$ cat src/rtl/logic_exec_stage.sv
// Registered execute stage for the logical ALU ops (XOR/AND/OR/NOR).
// Results are queued in a 2-entry FIFO so writeback back-pressure never drops one.
module logic_exec_stage #(
  parameter int unsigned WIDTH = 32
) (
  input  logic             clk,
  input  logic             rst_n,
  input  logic             flush,
  input  logic             in_valid,
  output logic             in_ready,
  input  logic [1:0]       in_op,
  input  logic [WIDTH-1:0] in_a,
  input  logic [WIDTH-1:0] in_b,
  output logic             out_valid,
  input  logic             out_ready,
  output logic [WIDTH-1:0] out_result,
  output logic             out_zero,
  output logic [1:0]       out_count
);

  logic [WIDTH-1:0] res;
  logic             zero;
  logic             push;
  logic             pop;

  // Each entry stores {zero, result}.
  logic [WIDTH:0]   mem_q [0:1];
  logic             rd_ptr_q;
  logic             wr_ptr_q;
  logic [1:0]       count_q;

  always_comb begin
    res = '0;
    unique case (in_op)
      2'b00:   res = in_a ^ in_b;
      2'b01:   res = in_a & in_b;
      2'b10:   res = in_a | in_b;
      default: res = ~(in_a | in_b);
    endcase
  end

  assign zero = ~|res;

  // Handshake flags depend only on registered occupancy, never on out_ready.
  assign in_ready  = (count_q != 2'd2);
  assign out_valid = (count_q != 2'd0);
  assign push      = in_valid & in_ready;
  assign pop       = out_valid & out_ready;

  assign out_result = mem_q[rd_ptr_q][WIDTH-1:0];
  assign out_zero   = mem_q[rd_ptr_q][WIDTH];
  assign out_count  = count_q;

  always_ff @(posedge clk or negedge rst_n) begin
    if (!rst_n) begin
      count_q  <= 2'd0;
      rd_ptr_q <= 1'b0;
      wr_ptr_q <= 1'b0;
      for (int i = 0; i < 2; i++) begin
        mem_q[i] <= '0;
      end
    end else if (flush) begin
      // Flush wins over any same-cycle push or pop.
      count_q  <= 2'd0;
      rd_ptr_q <= 1'b0;
      wr_ptr_q <= 1'b0;
    end else begin
      if (push) begin
        mem_q[wr_ptr_q] <= {zero, res};
        wr_ptr_q        <= ~wr_ptr_q;
      end
      if (pop) begin
        rd_ptr_q <= ~rd_ptr_q;
      end
      unique case ({push, pop})
        2'b10:   count_q <= count_q + 2'd1;
        2'b01:   count_q <= count_q - 2'd1;
        default: count_q <= count_q;
      endcase
    end
  end

endmodule

$ cat config.mk
export PLATFORM = sky130hd
export DESIGN_NAME = logic_exec_stage
export DESIGN_NICKNAME = d
export VERILOG_FILES = /design/src/rtl/logic_exec_stage.sv
export SDC_FILE = /design/constraint.sdc
export NUM_CORES = 1
export LEC_CHECK = 0
export BUFFER_PORTS_ARGS = -buffer_cell sky130_fd_sc_hd__buf_2
export CORE_MARGIN = 2
export CORE_UTILIZATION = 60
export DETAILED_ROUTE_END_ITERATION = 6
export MAX_ROUTING_LAYER = met4
export PLACE_DENSITY_LB_ADDON = 0.15
export RECOVER_POWER = 100
export SLEW_MARGIN = 15
export SYNTH_ARGS = -nofsm -noshare
export SYNTH_HDL_FRONTEND = slang
export SYNTH_SLANG_ARGS = --single-unit
export TNS_END_PERCENT = 10
$ cat constraint.sdc
create_clock -name clk -period 2.35 [get_ports clk]
set_input_delay 0.1175 -clock clk [delete_from_list [all_inputs] [get_ports clk]]
set_output_delay 0.1175 -clock clk [all_outputs]
set_load 0.005 [all_outputs]
* After elaboration in Yosys (flattened, before gate mapping)
Cells that the tools add are included.
** Word-level totals
- Bits in registers :: 70
** Operators by class
- $add $sub $neg :: 2
- Eq/ne operators :: 5
- Mux-type cells :: 13
- Reductions and logical operators :: 9
- Magnitude comparators :: 3
- Bitwise operators :: 11
** Operator list (number)
- two-way mux 33 bit :: 4
- one-hot mux 32 bit (3 select lines) :: 1
- bitwise mux 66 bit :: 1
- demux 33 bit (select 1 bit) :: 1
- AND 32 bit :: 1
- inverter 32 bit :: 1
- OR 32 bit :: 1
- OR reduction 32 bit :: 1
- XOR 32 bit :: 1
- nonzero test 2 bit :: 3
- equality test 2 x 1 -> 1 bit (second input constant) :: 2
- equality test 2 bit (second input constant) :: 2
- greater-or-equal comparator 2 bit (second input constant) :: 2
- two-way mux 1 bit :: 4
- inverter 1 -> 2 bit :: 2
- one-hot mux 2 bit (2 select lines) :: 1
- inverter 1 bit :: 3
- nonzero test 3 bit :: 1
- adder 2 x 1 -> 2 bit (second input constant) :: 1
- AND 1 bit :: 2
- logical NOT 2 bit :: 1
- < comparator 2 x 1 -> 1 bit (second input constant) :: 1
- two-way mux 2 bit :: 1
- inequality test 2 bit (second input constant) :: 1
- other kinds (4) :: 4

* Logic depth before layout (Yosys ltp)
Gate-level depths: netlist (run 1).
- Depth in word-level cells :: 6
- Mapped depth :: 7
- Gate-level depth less buffers :: 7

* Least setup slack after synthesis (run 1)
No wires, ideal clock.
- Kind :: register -> register
- From :: reg count_q[0] (netlist: out_count[0])
- To :: reg mem_q[35] in the netlist's numbering
- Cell stages (with the launch flop) :: 6
- Path slack :: 0.717 ns
- Arrival :: 1.508 ns
- Clock period less this slack :: 1.633 ns
- Buffers on the path :: 1
- Path through :: dfrtp_1 nand2b_1 nand2_1 nor3_2 buf_2 mux2_2
** Between the ends
- Word-level cells in the longest chain between the ends :: 3
** Ends and longest elaborated chain
- start, declared :: line 30 : logic [1:0] count_q;
- start signal, assigned :: line 76 : 2'b10: count_q <= count_q + 2'd1;
- start signal, assigned :: line 77 : 2'b01: count_q <= count_q - 2'd1;
- start signal, assigned :: line 78 : default: count_q <= count_q;
- inequality test 2 bit :: line 45 : assign in_ready = (count_q != 2'd2);
- via in_ready :: line 10 : output logic in_ready,
- AND 1 bit :: line 47 : assign push = in_valid & in_ready;
- AND reduction 2 bit (no line)
- end signal, assigned by index :: line 69 : mem_q[wr_ptr_q] <= {zero, res};
- end, declared :: line 27 : logic [WIDTH:0] mem_q [0:1];
The timed path passes the listed nets, and every way through them passes these cells.
A chain may end at the register's enable or synchronous reset.

* Worst setup path after layout (run 1)
- From :: reg count_q[0] (netlist: out_count[0])
- To :: reg mem_q[51] in the netlist's numbering
** Between the ends
- Word-level cells in the longest chain between the ends :: 3
** Ends and longest elaborated chain (line)
- inequality test 2 bit :: 45
- AND 1 bit :: 47
- AND reduction 2 bit (no line)
Every way passes these cells.

==> results of run 1 <==
-- synthesized netlist by cell type, types with 2 or more instances --
cell type	count	area, sq um
o31ai_1	2	15.0
nand2_1	4	15.0
mux2_2	96	1080
nand4_1	2	12.5
dfrtp_1	70	1750
buf_6	4	45.0
buf_2	7	35.0
nand2b_1	2	12.5
clkbuf_1	4	15.0
nor4_1	8	50.1
inv_1	64	240
nor2_1	5	18.8
buf_4	2	15.0
ha_1	64	801
mux2i_1	65	651
xor2_1	34	298
buf_8	2	30.0
-- cell usage in the layout (no fill, tap or decap), drive strengths merged --
cell type / Yosys / final
clkinv: 0 / 1
nor2: 5 / 5
mux2i: 65 / 65
nor4: 8 / 8
mux2: 97 / 97
or3: 1 / 1
buf: 16 / 104
nand2b: 2 / 2
nor3: 1 / 1
ha: 64 / 64
clkbuf: 5 / 25
nand2: 4 / 4
a31oi: 1 / 1
nand3b: 1 / 1
or2: 1 / 1
o31ai: 2 / 2
dfrtp: 70 / 70
nor3b: 1 / 1
nand4b: 1 / 1
xor2: 34 / 34
clkinvlp: 0 / 2
inv: 64 / 64
a211oi: 1 / 1
nand4: 2 / 2
dlygate4sd3: 0 / 1
a21oi: 1 / 1
-- cells by family after synthesis --
| family | share of synthesized area (%) |
|---|---|
| fa+ha+maj | 15.4 |
| buf+inv | 7.81 |
| xor+xnor | 5.74 |
| compound gates | 0.651 |
| simple gates | 2.99 |
| flops | 33.8 |
| mux | 33.6 |
-- through the flow --
step | setup slack [ns] | utilization (%) | hold WS [ns] | power [W] | instance area, sq um
6_report | 0.324 | 71.9 | 0.0295 | 0.00394 | 5960
5_1_grt | 0.198 | 71.9 | 0.0369 | 0.00419 | 5960
4_1_cts | 0.456 | 72.4 | 0.0417 | 0.00400 | 6010
3_5_place_dp | 0.499 | 70.2 | 0.0659 | 0.00316 | 5830
3_3_place_gp | 0.592 | 70.2 | 0.0616 | 0.00307 | 5830
2_1_floorplan | 0.717 | - | -0.178 | 0.00264 | 5190
-- worst paths after layout --
| path | depth (start not counted) | start | slack, ns | end |
|---|---|---|---|---|
| worst min-delay path | 2 | flush | 0.03 | out_count[1]$_DFFE_PN0P_ |
| worst max register to register | 5 | out_count[0]$_DFFE_PN0P_ | 0.32 | mem_q[51]$_DFFE_PN0P_ |
| worst min register to register | 2 | mem_q[65]$_DFFE_PN0P_ | 0.48 | mem_q[65]$_DFFE_PN0P_ |
| max in group asynchronous | 3 | rst_n | 0.64 | mem_q[61]$_DFFE_PN0P_ |
| worst max-delay path | 5 | out_count[0]$_DFFE_PN0P_ | 0.32 | mem_q[51]$_DFFE_PN0P_ |
| min in group asynchronous | 2 | rst_n | 0.45 | mem_q[23]$_DFFE_PN0P_ |
-- power by group --
part	total (W)	switching [W]	internal (W)
combinational	0.00133	0.000569	0.000758
clock	0.000842	0.000430	0.000412
sequential	0.00177	0.000178	0.00159
-- state kept, by name, indices dropped and copies added (netlist names) --
| name | flops |
|---|---|
| mem_q | 66 |
| rd_ptr_q | 1 |
| out_count | 2 |
| wr_ptr_q | 1 |
-- area by class of cell --
cell class                      instances  area, sq um
Clock inverter                          3         20.0
Tap cell                              105          131
Fill cell                             626         2330
Inverter                               64          240
Multi-Input combinational cell        292         3030
Timing Repair Buffer                  117          647
Clock buffer                           13          149
Sequential cell                        70         1750
-- timing repair --
action                    4_1_cts  5_1_grt
gates resized for setup         0        0
hold buffers                    1        0
hold endpoints to repair       16        0
-- per-layer routing --
layer  vias to the layer above  global-route usage [%]  part of all wire, %
li1                       1722                       -                    -
met1                      1714                    27.4                   43
met2                        69                    40.8                   52
met3                        14                    2.53                  3.0
met4                         0                    5.85                  1.2
met5                         -                       -                    0
==> impl_metrics.ini, run 1 <==
[hold_path]
hp-class = in -> reg

[clocking]
cts_tree = built
clk_latency_ns = 0.34
clockBufferDepth = 2
cts_root_buf = clkbuf_8
htreeDepth = 3
cts.clk_slew.worst_paths_ns = 0.07
cts.sinks = 70
post_cts_buffers = 0
cts_inserted_buffers = 9

[drt]
antenna_left = 0
drtPass1Iterations = 4
vias_per_cell = 5.30
vias = 3519
first_iter_violations = 102
routedWlPerCell_um = 15.1
drcViolationCount = 0
wl_mm = 10.0

[die]
ios = 108
rows = 33
core_area_sq_mm = 0.00830
die_width_um = 97.0
start_util_pct = 62.5
die_h_um = 97.0
die_area_sq_mm = 0.00941

[pwr]
power.density_mw_per_mm2 = 660
power_leakage_nw = 3.24
ir_drop_v = 0.000361

[sta]
fin_skew_ns = 0.0106
period_needed_ns = 2.03
relSlewSlack_pct = 34.3
fin_crit_sh_pct = 86.2
hold_violations = 0
tightest_slew_ns = 0.986
rsz0062_at_grt = false
max_freq_mhz = 494
slew_violations = 0
fin_tns_setup_ns = 0
setup_viol = 0

[global_routing]
antenna_found_initial = 0
grt_usage_pct = 22.8
grt_pass1_wl_mm = 17.1
grt_pass1_vias = 3621
grt_max_degree = 41
grt_overflow_total = 0

[synth]
avgSynthCellArea_sq_um = 11.6
yosys_register_bits = 70
synthCells = 447
yosysWarnings = 0
syn_nets = 582
synth_seq_area_share_pct = 33.8
syn_area_sq_mm = 0.00519
ys_types = 29
synthFlopType = dfrtp_1
synth_edf_count = 0
synthArstFlopShare_pct = 100

[place]
gp_congestion = 0.801
dp.cells = 647
dp.final_hpwl_mm = 7.66
portBuffers = 107

[setup_path]
crit_slowest_cell = nor3_1
max_stage_delay_ns = 0.49
worst_setup_path_end_kind = flip-flop
worst-setup-path-type = reg -> reg
crit_family = simple AND/OR/NAND/NOR gates
cp.arrival_ns = 2.25
cp_num_buf_inv = 1
worstPathMaxFanout = 30
cp_cell_sequence = nand2b_1 > nand2_1 > nor3_1 > buf_12 > mux2_2
crit_required_ns = 2.57
cp-start-kind = flip-flop

[layout]
drive_gt1_share_pct = 37.7
n_antenna_cell = 0
syn2layout_area_growth_pct = 15.0
layout.nets = 689
final_cells = 664

[status]
status = finished, final reports clean

[run]
drv_cap = 0
No activity file was read; power rests on OpenSTA's default activity.
==> inputs of run 2 (changes only) <==
--- a/config.mk
+++ b/config.mk
@@ -7,7 +7,7 @@
 export LEC_CHECK = 0
 export BUFFER_PORTS_ARGS = -buffer_cell sky130_fd_sc_hd__buf_2
 export CORE_MARGIN = 2
-export CORE_UTILIZATION = 60
+export CORE_UTILIZATION = 40
 export DETAILED_ROUTE_END_ITERATION = 6
 export MAX_ROUTING_LAYER = met4
 export PLACE_DENSITY_LB_ADDON = 0.15
@@ -16,4 +16,4 @@
 export SYNTH_ARGS = -nofsm -noshare
 export SYNTH_HDL_FRONTEND = slang
 export SYNTH_SLANG_ARGS = --single-unit
-export TNS_END_PERCENT = 10
+export TNS_END_PERCENT = 5
==> run 2 against run 1 <==
Effect of this change: first-iteration DRC count is 25% lower; sequential power hardly changed; die area is 48% higher; clock skew shrank 0.0027 ns; sequential cell count stayed put; critical path depth shrank 2; combinational power about the same; critical endpoint is now out_result[13].
==> impl_metrics.ini, run 2 (synthesis results as in run 1) <==
[status]
status = finished, final reports clean

[layout]
drive_gt1_share_pct = 37.6
largest_reg_flops = 66
final_common_cell = buf_2
top_register = mem_q
n_antenna_cell = 0
layout.nets = 688
final_cell_mix = 94 x buf_2, 91 x mux2_2, 70 x dfrtp_1, 65 x mux2i_1
syn2layout_area_growth_pct = 18.9

[pwr]
pwr-share-comb_pct = 29.4
power.density_mw_per_mm2 = 725
power.switching_w = 0.00124
internal-power_w = 0.00323
switching_share_pct = 27.8
clockPowerShare_pct = 30.9
p_seq_share_pct = 39.7
ir_drop_v = 0.000407
power_leakage_nw = 3.29
total_power_w = 0.00447

[clocking]
cts_tree = built
post_cts_resized = 0
cts_hold_buf = 1
cts_root_buf = clkbuf_16
clk_latency_ns = 0.33
clockBufferDepth = 2
post_cts_buffers = 0
htreeDepth = 3
cts_inserted_buffers = 9
cts.clk_slew.worst_paths_ns = 0.05
cts.sinks = 70

[sta]
hold_violations = 0
fin_skew_ns = 0.00786
fin_crit_sh_pct = 86.6
max_freq_mhz = 491
fin_tns_setup_ns = 0
tightest_slew_ns = 0.892
relSlewSlack_pct = 40.5
slew_violations = 0
setup_viol = 0
rsz0062_at_grt = false
period_needed_ns = 2.04

[die]
die_area_sq_mm = 0.0139
start_util_pct = 41.1
die_width_um = 118
core_area_sq_mm = 0.0126
rows = 41
die_h_um = 118
ios = 108

[global_routing]
grt_pass1_wl_mm = 17.4
grt_usage_pct = 15.9
grt_max_degree = 71
grt_overflow_total = 0
grt_pass1_vias = 3636
antenna_found_initial = 0

[hold_path]
hp-class = in -> reg
whs_path_depth = 2

[setup_path]
cp.arrival_ns = 1.92
cp-start-kind = flip-flop
worstPathMaxFanout = 21
r2r_slack_ns = 0.45
worst-setup-path-type = reg -> out
worst_setup_path_end_kind = primary output
crit_required_ns = 2.23
worst_r2r_path_depth = 4

[drt]
wl_mm = 10.3
drcViolationCount = 0
vias = 3461
drtPass1Iterations = 4
routedWlPerCell_um = 14.2
vias_per_cell = 4.74
antenna_left = 0
first_iter_violations = 77

[place]
portBuffers = 107
dp.final_hpwl_mm = 7.71
gp_congestion = 0.701

[run]
drv_cap = 0
## run 2: layer usage
layer / GRT usage [%] / vias up / part of all wire, %
met5: - / - / 0
met4: 3.69 / 0 / 0.99
met3: 3.34 / 7 / 3.5
met2: 27.1 / 66 / 50
met1: 19.2 / 1672 / 46
li1: - / 1716 / -
## run 2: layout make-up
type / instances / area (sq um)
Clock buffer: 12 / 256
Clock inverter: 4 / 53.8
Fill cell: 1196 / 6450
Inverter: 64 / 240
Multi-Input combinational cell: 292 / 3030
Sequential cell: 70 / 1750
Tap cell: 172 / 215
Timing Repair Buffer: 116 / 626
## run 2: final timing paths
check                                         start                        to
max                            rd_ptr_q$_DFFE_PN0P_            out_result[13]
min                                           flush  out_count[1]$_DFFE_PN0P_
max reg2reg                out_count[0]$_DFFE_PN0P_     mem_q[25]$_DFFE_PN0P_
min reg2reg                   mem_q[32]$_DFFE_PN0P_     mem_q[32]$_DFFE_PN0P_
max in group asynchronous                     rst_n      mem_q[1]$_DFFE_PN0P_
min in group asynchronous                     rst_n  out_count[1]$_DFFE_PN0P_
## run 2: worst max-delay path, stage by stage, from the launching register on
cell and delay (ns):
dfrtp_1 0.81, buf_12 0.26, mux2_1 0.37, buf_2 0.14
## run 2: power by group through the flow
| stage | clock [W] | sequential [W] | combinational (W) |
|---|---|---|---|
| 3_5_place_dp | 0 | 0.00180 | 0.00137 |
| 4_1_cts | 0.00141 | 0.00178 | 0.00138 |
| 6_report | 0.00138 | 0.00178 | 0.00131 |
| 5_1_grt | 0.00147 | 0.00183 | 0.00147 |
| 3_3_place_gp | 0 | 0.00177 | 0.00134 |
| 2_1_floorplan | 0 | 0.00173 | 0.000914 |
## run 2: stage by stage
stage                     area, sq um  util, %  cells  hold WS (ns)  setup WS [ns]
after floorplan                  5190        -    447        -0.178          0.717
after global placement           5900     46.7    713         0.296          0.473
after detailed placement         5900     46.7    713         0.307          0.432
after CTS                        6220     49.3    730        0.0649          0.506
after global routing             6170     48.9    730        0.0473          0.242
final                            6170     48.9    730        0.0494          0.314
==> inputs of run 3 (changes only) <==
--- a/config.mk
+++ b/config.mk
@@ -6,6 +6,7 @@
 export NUM_CORES = 1
 export LEC_CHECK = 0
 export BUFFER_PORTS_ARGS = -buffer_cell sky130_fd_sc_hd__buf_2
+export CORE_ASPECT_RATIO = 1.75
 export CORE_MARGIN = 2
 export CORE_UTILIZATION = 40
 export DETAILED_ROUTE_END_ITERATION = 6
==> run 3 against run 2 <==
Effect of this change: fmax is 1.3% higher; wire length is 11% higher; largest power group unchanged; core utilization is 0.46 points lower; critical path type unchanged; critical path depth stayed put; worst setup slack better by 0.026 ns; die area is 0.26% higher; worst hold slack better by 0.014 ns; critical endpoint is now out_result[30]; power is 1.5% lower; combinational power hardly changed.
==> impl_metrics.ini, run 3 (synthesis results as in run 1) <==
[setup_path]
cp-start-kind = flip-flop
crit_family = flip-flops
worst_setup_path_end_kind = primary output
cp.arrival_ns = 1.89
worstPathMaxFanout = 24
rr_endpoint = mem_q[42]$_DFFE_PN0P_
r2r-start = out_count[0]$_DFFE_PN0P_
r2r_slack_ns = 0.44
worst_r2r_path_depth = 5
worst-setup-path-type = reg -> out
cp_num_buf_inv = 2
cp_cell_sequence = buf_12 > mux2_1 > buf_2
crit_required_ns = 2.23
max_stage_delay_ns = 0.73
crit_slowest_cell = dfrtp_1

[drt]
vias_per_cell = 4.83
routedWlPerCell_um = 15.6
drcViolationCount = 0
antenna_left = 0
first_iter_violations = 105
drtPass1Iterations = 4
vias = 3538
wl_mm = 11.5

[layout]
final_cell_mix = 91 x buf_2, 89 x mux2_2, 70 x dfrtp_1, 65 x mux2i_1
syn2layout_area_growth_pct = 19.5
layout.nets = 692
top_register = mem_q
multi_input_area_sq_mm = 0.00304
drive_gt1_share_pct = 37.0
fillCellCount = 1268
n_antenna_cell = 0
regArea_sq_mm = 0.00175
final_common_cell = buf_2
final_cells = 733
largest_reg_flops = 66

[clocking]
cts_tree = built
htreeDepth = 3
cts.sinks = 70
cts_root_buf = clkbuf_16
clk_latency_ns = 0.33
cts.clk_slew.worst_paths_ns = 0.05
cts_inserted_buffers = 9
clockBufferDepth = 2

[status]
status = finished, final reports clean

[hold_path]
min_from = flush
hp-class = in -> reg
whs_path_depth = 2
min_to = wr_ptr_q$_DFFE_PN0P_

[sta]
slew_violations = 0
period_needed_ns = 2.01
fin_tns_setup_ns = 0
setup_ws_ns = 0.341
max_freq_mhz = 498
relSlewSlack_pct = 37.6
setup_viol = 0
rsz0062_at_grt = false
hold_violations = 0
fin_skew_ns = 0.00410
fin_crit_sh_pct = 85.5
tightest_slew_ns = 0.936

[die]
core_area_sq_mm = 0.0128
die_area_sq_mm = 0.0139
die_width_um = 90.1
start_util_pct = 40.5
rows = 55
ios = 108
die_h_um = 155

[global_routing]
grt_pass1_wl_mm = 18.7
grt_pass1_vias = 3787
antenna_found_initial = 0
grt_max_degree = 71
grt_overflow_total = 0
grt_usage_pct = 17.5

[run]
drv_cap = 0

[place]
portBuffers = 107
dp.cells = 716
dp.final_hpwl_mm = 8.45
preCtsSetupSlack_ns = 0.228
gp_congestion = 0.783

[pwr]
ir_drop_v = 0.000392
power.density_mw_per_mm2 = 711
power_leakage_nw = 3.31
==> run 3: worst max-delay path by stage <==
stage	endpoint	cells after the start	start
global route	out_result[30]	3	rd_ptr_q$_DFFE_PN0P_
CTS	out_result[30]	3	rd_ptr_q$_DFFE_PN0P_
detailed placement	mem_q[32]$_DFFE_PN0P_	8	in_op[0]
finish	out_result[30]	3	rd_ptr_q$_DFFE_PN0P_
floorplan	mem_q[35]$_DFFE_PN0P_	5	out_count[0]$_DFFE_PN0P_
global placement	mem_q[65]$_DFFE_PN0P_	8	in_op[0]
==> run 3: area by class of cell <==
type / count / area share [%]
clock buffers: 16 / 4.54
well taps: 171 / 3.45
inverters: 64 / 3.88
multi-input cells: 292 / 49.0
repair buffers: 120 / 10.9
flip-flops and latches: 70 / 28.3
==> run 3: through the flow <==
stage	hold slack (ns)	power [W]	util [%]	instance area [sq um]
floorplan	-0.178	0.00264	-	5190
global placement	0.288	0.00314	46.4	5940
detailed placement	0.307	0.00320	46.4	5940
CTS	0.0575	0.00450	48.7	6230
global route	0.0819	0.00469	48.4	6200
finish	0.0636	0.00440	48.4	6200
==> run 3: what timing repair did <==
item | 4_1_cts | 5_1_grt
endpoints found under the hold margin | 70 | 0
resized for setup | 0 | 0
hold buffers | 1 | 0
buffers inserted | 0 | 0
==> run 3: metal layers <==
| metal | share of wire [%] | GRT usage [%] | up-vias |
|---|---|---|---|
| met4 | 2.2 | 7.18 | 0 |
| met1 | 41 | 18.7 | 1728 |
| li1 | - | - | 1728 |
| met2 | 54 | 32.5 | 69 |
| met3 | 2.6 | 2.14 | 13 |
| met5 | 0 | - | - |
==> run 3: report_power, final <==
group / leakage (nW) / switching, W / internal, W
logic: 2.32 / 0.000586 / 0.000754
registers: 0.859 / 0.000187 / 0.00159
clock network: 0.137 / 0.000480 / 0.000803
total: 3.31 / 0.00125 / 0.00315
